`src/rtl/rx_word_uart_bridge.sv`:
```
// rx_word_uart_bridge: buffers 32-bit payload words in a small FIFO and sends
// each word LSB byte first as UART 8N1 frames.
// Optional build macro: UART_SYNC_MARKER_EN. When defined, a 0xA5 sync byte
// precedes every word, so each word is sent as 5 bytes instead of 4.
// Ports:
//   clk, rst_n  - clock, asynchronous active-low reset
//   data, valid - payload word and its one-cycle qualifier; data[7:0] is sent first
//   uart_tx     - serial line, idle high
//   busy        - a word is being sent or the FIFO is not empty
//   fifo_level  - number of words stored
//   drop        - one-cycle pulse when an incoming word is discarded
//   drop_cnt    - saturating count of discarded words
module rx_word_uart_bridge #(
   parameter int unsigned CLK_FREQ = 50000000,
   parameter int unsigned BAUD     = 115200,
   parameter int unsigned FIFO_AW  = 2
) (
   input  logic               clk,
   input  logic               rst_n,
   input  logic [31:0]        data,
   input  logic               valid,
   output logic               uart_tx,
   output logic               busy,
   output logic [FIFO_AW:0]   fifo_level,
   output logic               drop,
   output logic [7:0]         drop_cnt
);

   localparam int unsigned CLKS_PER_BIT = CLK_FREQ / BAUD;
   localparam int unsigned CNT_W        = (CLKS_PER_BIT > 1) ? $clog2(CLKS_PER_BIT) : 1;
   localparam int unsigned DEPTH        = 1 << FIFO_AW;
   localparam int unsigned LVL_W        = FIFO_AW + 1;
`ifdef UART_SYNC_MARKER_EN
   localparam logic [2:0]  LAST_BYTE    = 3'd4;
   localparam logic [7:0]  SYNC_BYTE    = 8'hA5;
`else
   localparam logic [2:0]  LAST_BYTE    = 3'd3;
`endif

   // Bit timing needs at least two clocks per bit.
   generate
      if (CLKS_PER_BIT < 2) begin : g_bad_baud
         $error("rx_word_uart_bridge: CLK_FREQ/BAUD must be at least 2");
      end
   endgenerate

   typedef enum logic [1:0] {S_IDLE, S_START, S_DATA, S_STOP} state_t;

   state_t               r_state;
   logic                 r_tx;
   logic                 r_busy;
   logic                 r_drop;
   logic [7:0]           r_drop_cnt;
   logic [CNT_W-1:0]     r_cnt;
   logic [2:0]           r_bit_idx;
   logic [2:0]           r_byte_idx;
   logic [31:0]          r_shift;
   logic [31:0]          r_mem [DEPTH];
   logic [FIFO_AW-1:0]   r_wr_ptr;
   logic [FIFO_AW-1:0]   r_rd_ptr;
   logic [LVL_W-1:0]     r_level;

   logic                 w_pop;
   logic                 w_push;
   logic                 w_last_tick;
   logic                 w_word_done;
   logic [LVL_W-1:0]     w_level_nxt;
   logic [7:0]           w_byte;

   // A full FIFO still accepts a word when the head leaves on the same edge.
   assign w_pop       = (r_state == S_IDLE) && (r_level != '0);
   assign w_push      = valid && ((r_level != LVL_W'(DEPTH)) || w_pop);
   assign w_last_tick = (r_cnt == CNT_W'(CLKS_PER_BIT - 1));
   assign w_word_done = (r_state == S_STOP) && w_last_tick && (r_byte_idx == LAST_BYTE);

`ifdef UART_SYNC_MARKER_EN
   assign w_byte = (r_byte_idx == 3'd0) ? SYNC_BYTE : r_shift[7:0];
`else
   assign w_byte = r_shift[7:0];
`endif

   // Next FIFO occupancy.
   always_comb begin
      w_level_nxt = r_level;
      if (w_push && !w_pop) begin
         w_level_nxt = r_level + LVL_W'(1);
      end else if (w_pop && !w_push) begin
         w_level_nxt = r_level - LVL_W'(1);
      end
   end

   // FIFO storage, no reset needed: only read behind the write pointer.
   always_ff @(posedge clk) begin
      if (w_push) begin
         r_mem[r_wr_ptr] <= data;
      end
   end

   // FIFO bookkeeping, status outputs and the serialiser FSM.
   always_ff @(posedge clk or negedge rst_n) begin
      if (!rst_n) begin
         r_state    <= S_IDLE;
         r_tx       <= 1'b1;
         r_busy     <= 1'b0;
         r_drop     <= 1'b0;
         r_drop_cnt <= '0;
         r_cnt      <= '0;
         r_bit_idx  <= '0;
         r_byte_idx <= '0;
         r_shift    <= '0;
         r_wr_ptr   <= '0;
         r_rd_ptr   <= '0;
         r_level    <= '0;
      end else begin
         r_level <= w_level_nxt;
         r_busy  <= (r_state != S_IDLE && !w_word_done) || w_pop || (w_level_nxt != '0);
         r_drop  <= valid && !w_push;
         if (valid && !w_push && (r_drop_cnt != 8'hFF)) begin
            r_drop_cnt <= r_drop_cnt + 8'd1;
         end
         if (w_push) begin
            r_wr_ptr <= r_wr_ptr + FIFO_AW'(1);
         end
         if (w_pop) begin
            r_rd_ptr <= r_rd_ptr + FIFO_AW'(1);
         end

         // The line follows the state of the cycle just ending, so it lags one clock.
         case (r_state)
            S_IDLE: begin
               r_tx  <= 1'b1;
               r_cnt <= '0;
               if (w_pop) begin
                  r_shift    <= r_mem[r_rd_ptr];
                  r_byte_idx <= '0;
                  r_state    <= S_START;
               end
            end
            S_START: begin
               r_tx <= 1'b0;
               if (w_last_tick) begin
                  r_cnt     <= '0;
                  r_bit_idx <= '0;
                  r_state   <= S_DATA;
               end else begin
                  r_cnt <= r_cnt + CNT_W'(1);
               end
            end
            S_DATA: begin
               r_tx <= w_byte[r_bit_idx];
               if (w_last_tick) begin
                  r_cnt <= '0;
                  if (r_bit_idx == 3'd7) begin
                     r_state <= S_STOP;
                  end else begin
                     r_bit_idx <= r_bit_idx + 3'd1;
                  end
               end else begin
                  r_cnt <= r_cnt + CNT_W'(1);
               end
            end
            S_STOP: begin
               r_tx <= 1'b1;
               if (w_last_tick) begin
                  r_cnt <= '0;
                  if (r_byte_idx == LAST_BYTE) begin
                     r_state <= S_IDLE;
                  end else begin
                     r_byte_idx <= r_byte_idx + 3'd1;
                     r_state    <= S_START;
`ifdef UART_SYNC_MARKER_EN
                     // The sync byte is not in the shift register; keep data[7:0] in place.
                     if (r_byte_idx != 3'd0) begin
                        r_shift <= {8'h00, r_shift[31:8]};
                     end
`else
                     r_shift <= {8'h00, r_shift[31:8]};
`endif
                  end
               end else begin
                  r_cnt <= r_cnt + CNT_W'(1);
               end
            end
            default: r_state <= S_IDLE;
         endcase
      end
   end

   assign uart_tx    = r_tx;
   assign busy       = r_busy;
   assign fifo_level = r_level;
   assign drop       = r_drop;
   assign drop_cnt   = r_drop_cnt;

endmodule

```
`config.mk`:
```
export PLATFORM = sky130hd
export DESIGN_NAME = rx_word_uart_bridge
export DESIGN_NICKNAME = d
export VERILOG_FILES = /design/src/rtl/rx_word_uart_bridge.sv
export SDC_FILE = /design/constraint.sdc
export NUM_CORES = 1
export LEC_CHECK = 0
export CORE_AREA = 2 2 159 177
export DETAILED_ROUTE_END_ITERATION = 12
export DIE_AREA = 0 0 161 179
export GPL_ROUTABILITY_DRIVEN = 0
export GPL_TIMING_DRIVEN = 0
export PLACE_DENSITY = 0.44
export SLEW_MARGIN = 20
export SYNTH_ARGS = -nofsm -noshare
export SYNTH_HDL_FRONTEND = slang
export SYNTH_SLANG_ARGS = --single-unit
```
`constraint.sdc`:
```
create_clock -name clk -period 3.4 [get_ports clk]
set_clock_uncertainty 0.2 [all_clocks]
set_input_delay 0.68 -clock clk [delete_from_list [all_inputs] [get_ports clk]]
set_output_delay 0.68 -clock clk [all_outputs]
set_load 0.01 [all_outputs]
```
==> results of run 1 <==
## cells in the mapped netlist, drive strengths merged
cell / number / area [um^2]
o32ai: 1 / 8.76
a21oi: 5 / 25.0
nor2b: 1 / 6.26
o21ai: 44 / 228
nand3: 7 / 35.0
o211ai: 2 / 15.0
xnor2: 13 / 114
o21a: 1 / 7.51
or3: 3 / 18.8
and4: 2 / 17.5
inv: 11 / 41.3
nand2: 47 / 186
a41oi: 1 / 8.76
nand4b: 1 / 8.76
o2bb2ai: 3 / 26.3
nand4: 4 / 25.0
mux2: 3 / 33.8
mux4: 34 / 766
and3: 4 / 25.0
nor3: 2 / 21.3
nand4bb: 1 / 11.3
buf: 12 / 61.3
nor2: 16 / 60.1
o221ai: 2 / 17.5
and2: 4 / 25.0
dfrtp: 66 / 1650
or2: 1 / 6.26
nand2b: 11 / 76.3
o2bb2a: 1 / 10.0
a21o: 1 / 7.51
mux2i: 24 / 240
a31oi: 1 / 6.26
dfstp: 1 / 26.3
ha: 19 / 238
clkbuf: 9 / 33.8
nand3b: 1 / 7.51
or4: 1 / 7.51
xor2: 4 / 35.0
a22oi: 2 / 15.0
edfxtp: 128 / 3840
## metrics by stage
stage | std cells | TNS (ps)
floorplan | 494 | 0
global placement | 905 | -117270
detailed placement | 910 | 0
CTS | 942 | 0
global route | 942 | 0
finish | 942 | 0
## final timing paths
path | startpoint | slack (ps) | endpoint | depth (start not counted)
max reg2reg | fifo_level[1] | 920 | r_mem[2][8] | 6
min reg2reg | r_shift[6] | 290 | r_shift[6] | 2
min in group asynchronous | rst_n | 540 | r_cnt[1] | 2
max | valid | 920 | r_mem[2][8] | 5
min | r_shift[6] | 290 | r_shift[6] | 2
max in group asynchronous | rst_n | 1850 | uart_tx | 3
## logic make-up after synthesis
kind of cell               count (synthesis)
AOI/OAI and AO/OA                         64
xor gates and xnor gates                  17
muxes                                     61
and+or+nand+nor                          106
adders and majority gates                 19
buffers and inverters                     32
DFF                                      195
## final cells by class
| cell class | instances | area share, % |
|---|---|---|
| inverters | 11 | 0.429 |
| clock buffers | 17 | 4.42 |
| flip-flops and latches | 195 | 57.4 |
| well taps | 363 | 4.72 |
| repair buffers | 54 | 6.11 |
| clock inverters | 14 | 1.59 |
| plain buffers | 21 | 0.988 |
| multi-input cells | 267 | 24.4 |
## metal layers
layer	share of wire (%)	GRT usage [%]	vias up
met3	2.7	2.57	16
li1	-	-	2002
met1	45	15.2	2214
met4	1.1	3.46	0
met5	0	0	-
met2	52	21.1	74
## cells in the final DEF, fill, tap and decap left out, types with 3 or more instances in the layout
cell type / n
o21ai_0: 5
and3_1: 4
nand3_1: 7
inv_8: 6
nand2b_1: 10
clkbuf_1: 9
clkbuf_16: 17
edfxtp_1: 128
ha_1: 19
or3_1: 3
buf_2: 10
o21ai_1: 37
nand4_1: 4
xor2_1: 4
nor2_1: 16
a21oi_1: 5
mux2i_1: 24
xnor2_1: 13
inv_1: 10
o2bb2ai_1: 3
mux4_2: 34
inv_6: 4
nand2_1: 45
and2_2: 4
clkdlybuf4s50_1: 47
buf_12: 5
mux2_2: 3
dfrtp_1: 66
## power breakdown
part | internal (mW) | total, mW | switching (mW)
clock | 0.987 | 1.95 | 0.964
sequential | 3.17 | 3.43 | 0.264
combinational | 1.19 | 2.70 | 1.51
total | 5.35 | 8.08 | 2.74
## flip-flops by register name, indices dropped and copies added (netlist names)
register and cells:
r_mem 128, r_shift 32, r_cnt 9, drop_cnt 8
fifo_level 3, r_bit_idx 3, r_byte_idx 3, r_rd_ptr 2
r_state 2, r_wr_ptr 2, busy 1, drop 1
uart_tx 1
## worst min-delay path, cell delays in order, from the launching register on
cell,delay (ps)
dfrtp_1,340
nand2_1,50
o21ai_1,60
## timing repair
action                                  4_1_cts  5_1_grt
hold endpoints to repair                      8        0
buffers inserted                              0        0
endpoints found under the setup margin        0        0
gates resized for setup                       0        0
hold buffers                                  1        0
==> impl_metrics.ini, run 1 <==
[cells_and_area]
num_antenna_cells = 0
syn_to_final_growth_pct = 20.3
n_fill_cell = 2655
regArea_mm2 = 0.00552
post-route-util_pct = 35.3
final_nets = 621
fin_area_mm2 = 0.00962
drive_above_1_share_pct = 16.8
multi_input_area_mm2 = 0.00234

[power]
irDropWorstVdd_mv = 0.295
powerDensity_mw_per_mm2 = 840
p_leak_nw = 3.47
power_mw = 8.08

[min_path]
hold_class = flip-flop to flip-flop

[synth]
synth_cell_types = 49
synthXorXnorAreaFrac_pct = 1.86
postSynthAreaPerCell_um2 = 16.2
yosysWarningCount = 0
synthSimpleGateAreaFrac_pct = 6.73
syn_area_mm2 = 0.00800
syn_nets = 548
muxShareOfSynthArea_pct = 13.0
synthCells = 494
synthAdderAreaFrac_pct = 2.97
synth-compound-area-share_pct = 4.69
synth_seq_cells = 195
synth_seq_area_share_pct = 69.0
synth_top_family_by_area = multiplexers

[floorplanning]
start_util_pct = 29.4
fp.dieW_um = 161
ios = 49
die_y_um = 179
core_mm2 = 0.0272
rows = 64
dieArea_mm2 = 0.0288

[route]
wirelength_um = 16200
vias = 4306
first_pass_iters = 4
viasPerCell = 4.57
routedWlPerCell_um = 17.2
post-route-drc-count = 0
first_iter_violations = 189
antenna_left = 0

[setup_path]
crit_family = buffers and inverters
cp_max_fo = 22
cp.required_ps = 3320
crit_slowest_cell = clkdlybuf4s50_1
worstSetupPathType = primary input to flip-flop
cp_cell_sequence = clkdlybuf4s50_1 -> buf_2 -> o21a_1 -> and2_2 -> buf_12
cp-start-kind = primary input
end_kind = flip-flop
critPathMaxStageDelay_ps = 530
arrival_ps = 2400
path_buf_inv = 3

[sta]
max_freq_mhz = 403
hold_slack_ps = 286
period_minus_slack_ps = 2480
relSlewSlack_pct = 47.5
rsz0062_at_grt = false
worst_pin_slew_ps = 788
slew_viol_final = 0
setup_viol = 0
hold_viol = 0
period_share_pct = 73.0
timing.final.ws_setup_ps = 918

[cts]
cts_root_buf = clkbuf_16
h-tree-depth = 4
cts_inserted_buffers = 17
insertion_delay_ps = 430
cts_sinks = 195
cts_tree = built
path_clk_slew_ps = 70
cts_buffer_depth = 2

[placed_design]
numPortBuffers = 48
dp_slack_ps = 449
postPlaceCellArea_mm2 = 0.00903
dp_hpwl_um = 10900

[grt]
overflow = 0
grt_pass1_vias = 4686
grt_pass1_wl_um = 26300
grt_use_total_pct = 12.1
antenna_found_initial = 0
grt_max_degree = 37

[outcome]
status = complete, no violations

[run]
maxCapViolCount = 0
Note: power is estimated with default switching activity, not from simulation.
==> run 2: changes to the inputs <==
- clock period: 3.4 -> 2.3 ns (I/O delays scaled with it)
==> run 2 against run 1 <==
Die area did not move. Sequential share of layout area down 1.1 points. Count of clock-buffer cells in the layout unchanged. Largest cell class unchanged. Wire length grew 2.7%. Global-route usage is 0.094 points higher. Total power grew 55%. Largest power group unchanged. Via count is 0.19% lower. Critical endpoint is now r_shift[29].
==> impl_metrics.ini, run 2 (synthesis gave the netlist of run 1 again) <==
[power]
p_leak_nw = 3.55
irDropWorstVdd_mv = 0.431
powerDensity_mw_per_mm2 = 1270
power_mw = 12.5

[setup_path]
worstSetupPathType = flip-flop to flip-flop
cp-start-kind = flip-flop
r2r-start = r_byte_idx[0]
rr_worst_depth = 9
arrival_ps = 2300
cp_max_fo = 10
r2r-end = r_shift[29]
end_kind = flip-flop
cp-startpoint = r_byte_idx[0]
rrSetupSlack_ps = 90
cp.required_ps = 2390

[cells_and_area]
syn_to_final_growth_pct = 22.7
final_cell_mix = edfxtp_1, dfrtp_1, clkdlybuf4s50_1
final_nets = 629
drive_above_1_share_pct = 20.2
num_antenna_cells = 0
top_register = r_mem
reg_top3 = r_mem x128, r_shift x32, r_cnt x9
final_common_cell = edfxtp_1
largest_reg_flops = 128

[route]
viasPerCell = 4.52
vias = 4298
post-route-drc-count = 0
wirelength_um = 16600
first_iter_violations = 234
antenna_left = 0
routedWlPerCell_um = 17.5
first_pass_iters = 4

[placed_design]
dp_slack_ps = -684
dp_hpwl_um = 10400
numPortBuffers = 48

[sta]
slew_viol_final = 0
hold_slack_ps = 285
setup_viol = 0
timing.final.ws_setup_ps = 93.7
max_freq_mhz = 453
worst_pin_slew_ps = 766
hold_viol = 0
period_minus_slack_ps = 2210
period_share_pct = 95.9
relSlewSlack_pct = 49.0

[grt]
grt_use_total_pct = 12.2
grt_pass1_wl_um = 26300
overflow = 0
grt_pass1_vias = 4622
grt_max_degree = 40
antenna_found_initial = 0

[cts]
cts_buffer_depth = 2
insertion_delay_ps = 430
cts_inserted_buffers = 17
h-tree-depth = 4
cts_root_buf = clkbuf_16
path_clk_slew_ps = 80
cts_tree = built
cts_sinks = 195

[min_path]
hold_class = flip-flop to flip-flop
min_to = drop_cnt[6]
min-delay-start = drop_cnt[6]
hold_depth = 1

[floorplanning]
ios = 49
start_util_pct = 29.4
core_mm2 = 0.0272
die_y_um = 179
fp.dieW_um = 161
rows = 64
dieArea_mm2 = 0.0288

[outcome]
status = complete, no violations

[run]
maxCapViolCount = 0
-- run 2: worst max-delay path by stage --
stage          cells past startpoint           to  slack [ps]
6_report                           9  r_shift[29]          90
5_1_grt                            9  r_shift[29]         -30
4_1_cts                            9  r_shift[15]          20
3_5_place_dp                       4  r_mem[2][8]        -680
3_3_place_gp                       1  r_shift[27]       -1850
2_1_floorplan                      5  r_mem[0][0]          60
-- run 2: critical path: stages, from the launching register on --
cell      delay [ps]
dfrtp_1          390
ha_1             200
ha_1             190
nand2b_2         210
o32ai_2          240
o21ai_2          140
buf_4            170
clkbuf_4         180
nand2_1           80
o21ai_1           60
-- run 2: through the flow --
stage                     area [um^2]  utilization [%]  instances  TNS [ps]
after detailed placement         8950             32.9        906    -88070
after global routing             9820             36.1        951      -114
after global placement           8940             32.8        905   -203420
after floorplan                  8000                -        494         0
final                            9820             36.1        951         0
after CTS                        9760             35.9        949         0
-- run 2: final cells by class --
cell class / instances / area, um^2
Inverter: 11 / 41.3
Sequential cell: 195 / 5520
Clock inverter: 15 / 214
Timing Repair Buffer: 59 / 626
Tap cell: 363 / 454
Buffer: 20 / 106
Clock buffer: 17 / 425
Fill cell: 2616 / 17400
Multi-Input combinational cell: 271 / 2430
-- run 2: timing repair --
item,CTS,global route
resized for setup,16,13
gates cloned,4,0
buffers inserted,6,3
hold buffers,1,0
setup endpoints to repair,165,36
endpoints found under the hold margin,27,0
pin swaps,5,2
-- run 2: report_power, final --
group / switching (mW) / total, mW / leakage [nW] / internal [mW]
Clock: 1.39 / 3.17 / 0.315 / 1.77
Sequential: 0.381 / 5.07 / 2.02 / 4.69
Combinational: 2.35 / 4.28 / 1.21 / 1.93
Total: 4.12 / 12.5 / 3.55 / 8.39
-- run 2: routing by layer --
metal / track usage, % / part of all wire (%)
met1: 15.1 / 44
met2: 21.6 / 52
met3: 2.43 / 2.6
met4: 3.50 / 1.2
met5: 0 / 0
==> run 3: changes to the inputs <==
- CAP_MARGIN: not set -> 15
==> results of run 3 <==
The final DEF is identical to that of run 2; final timing and power are the same.
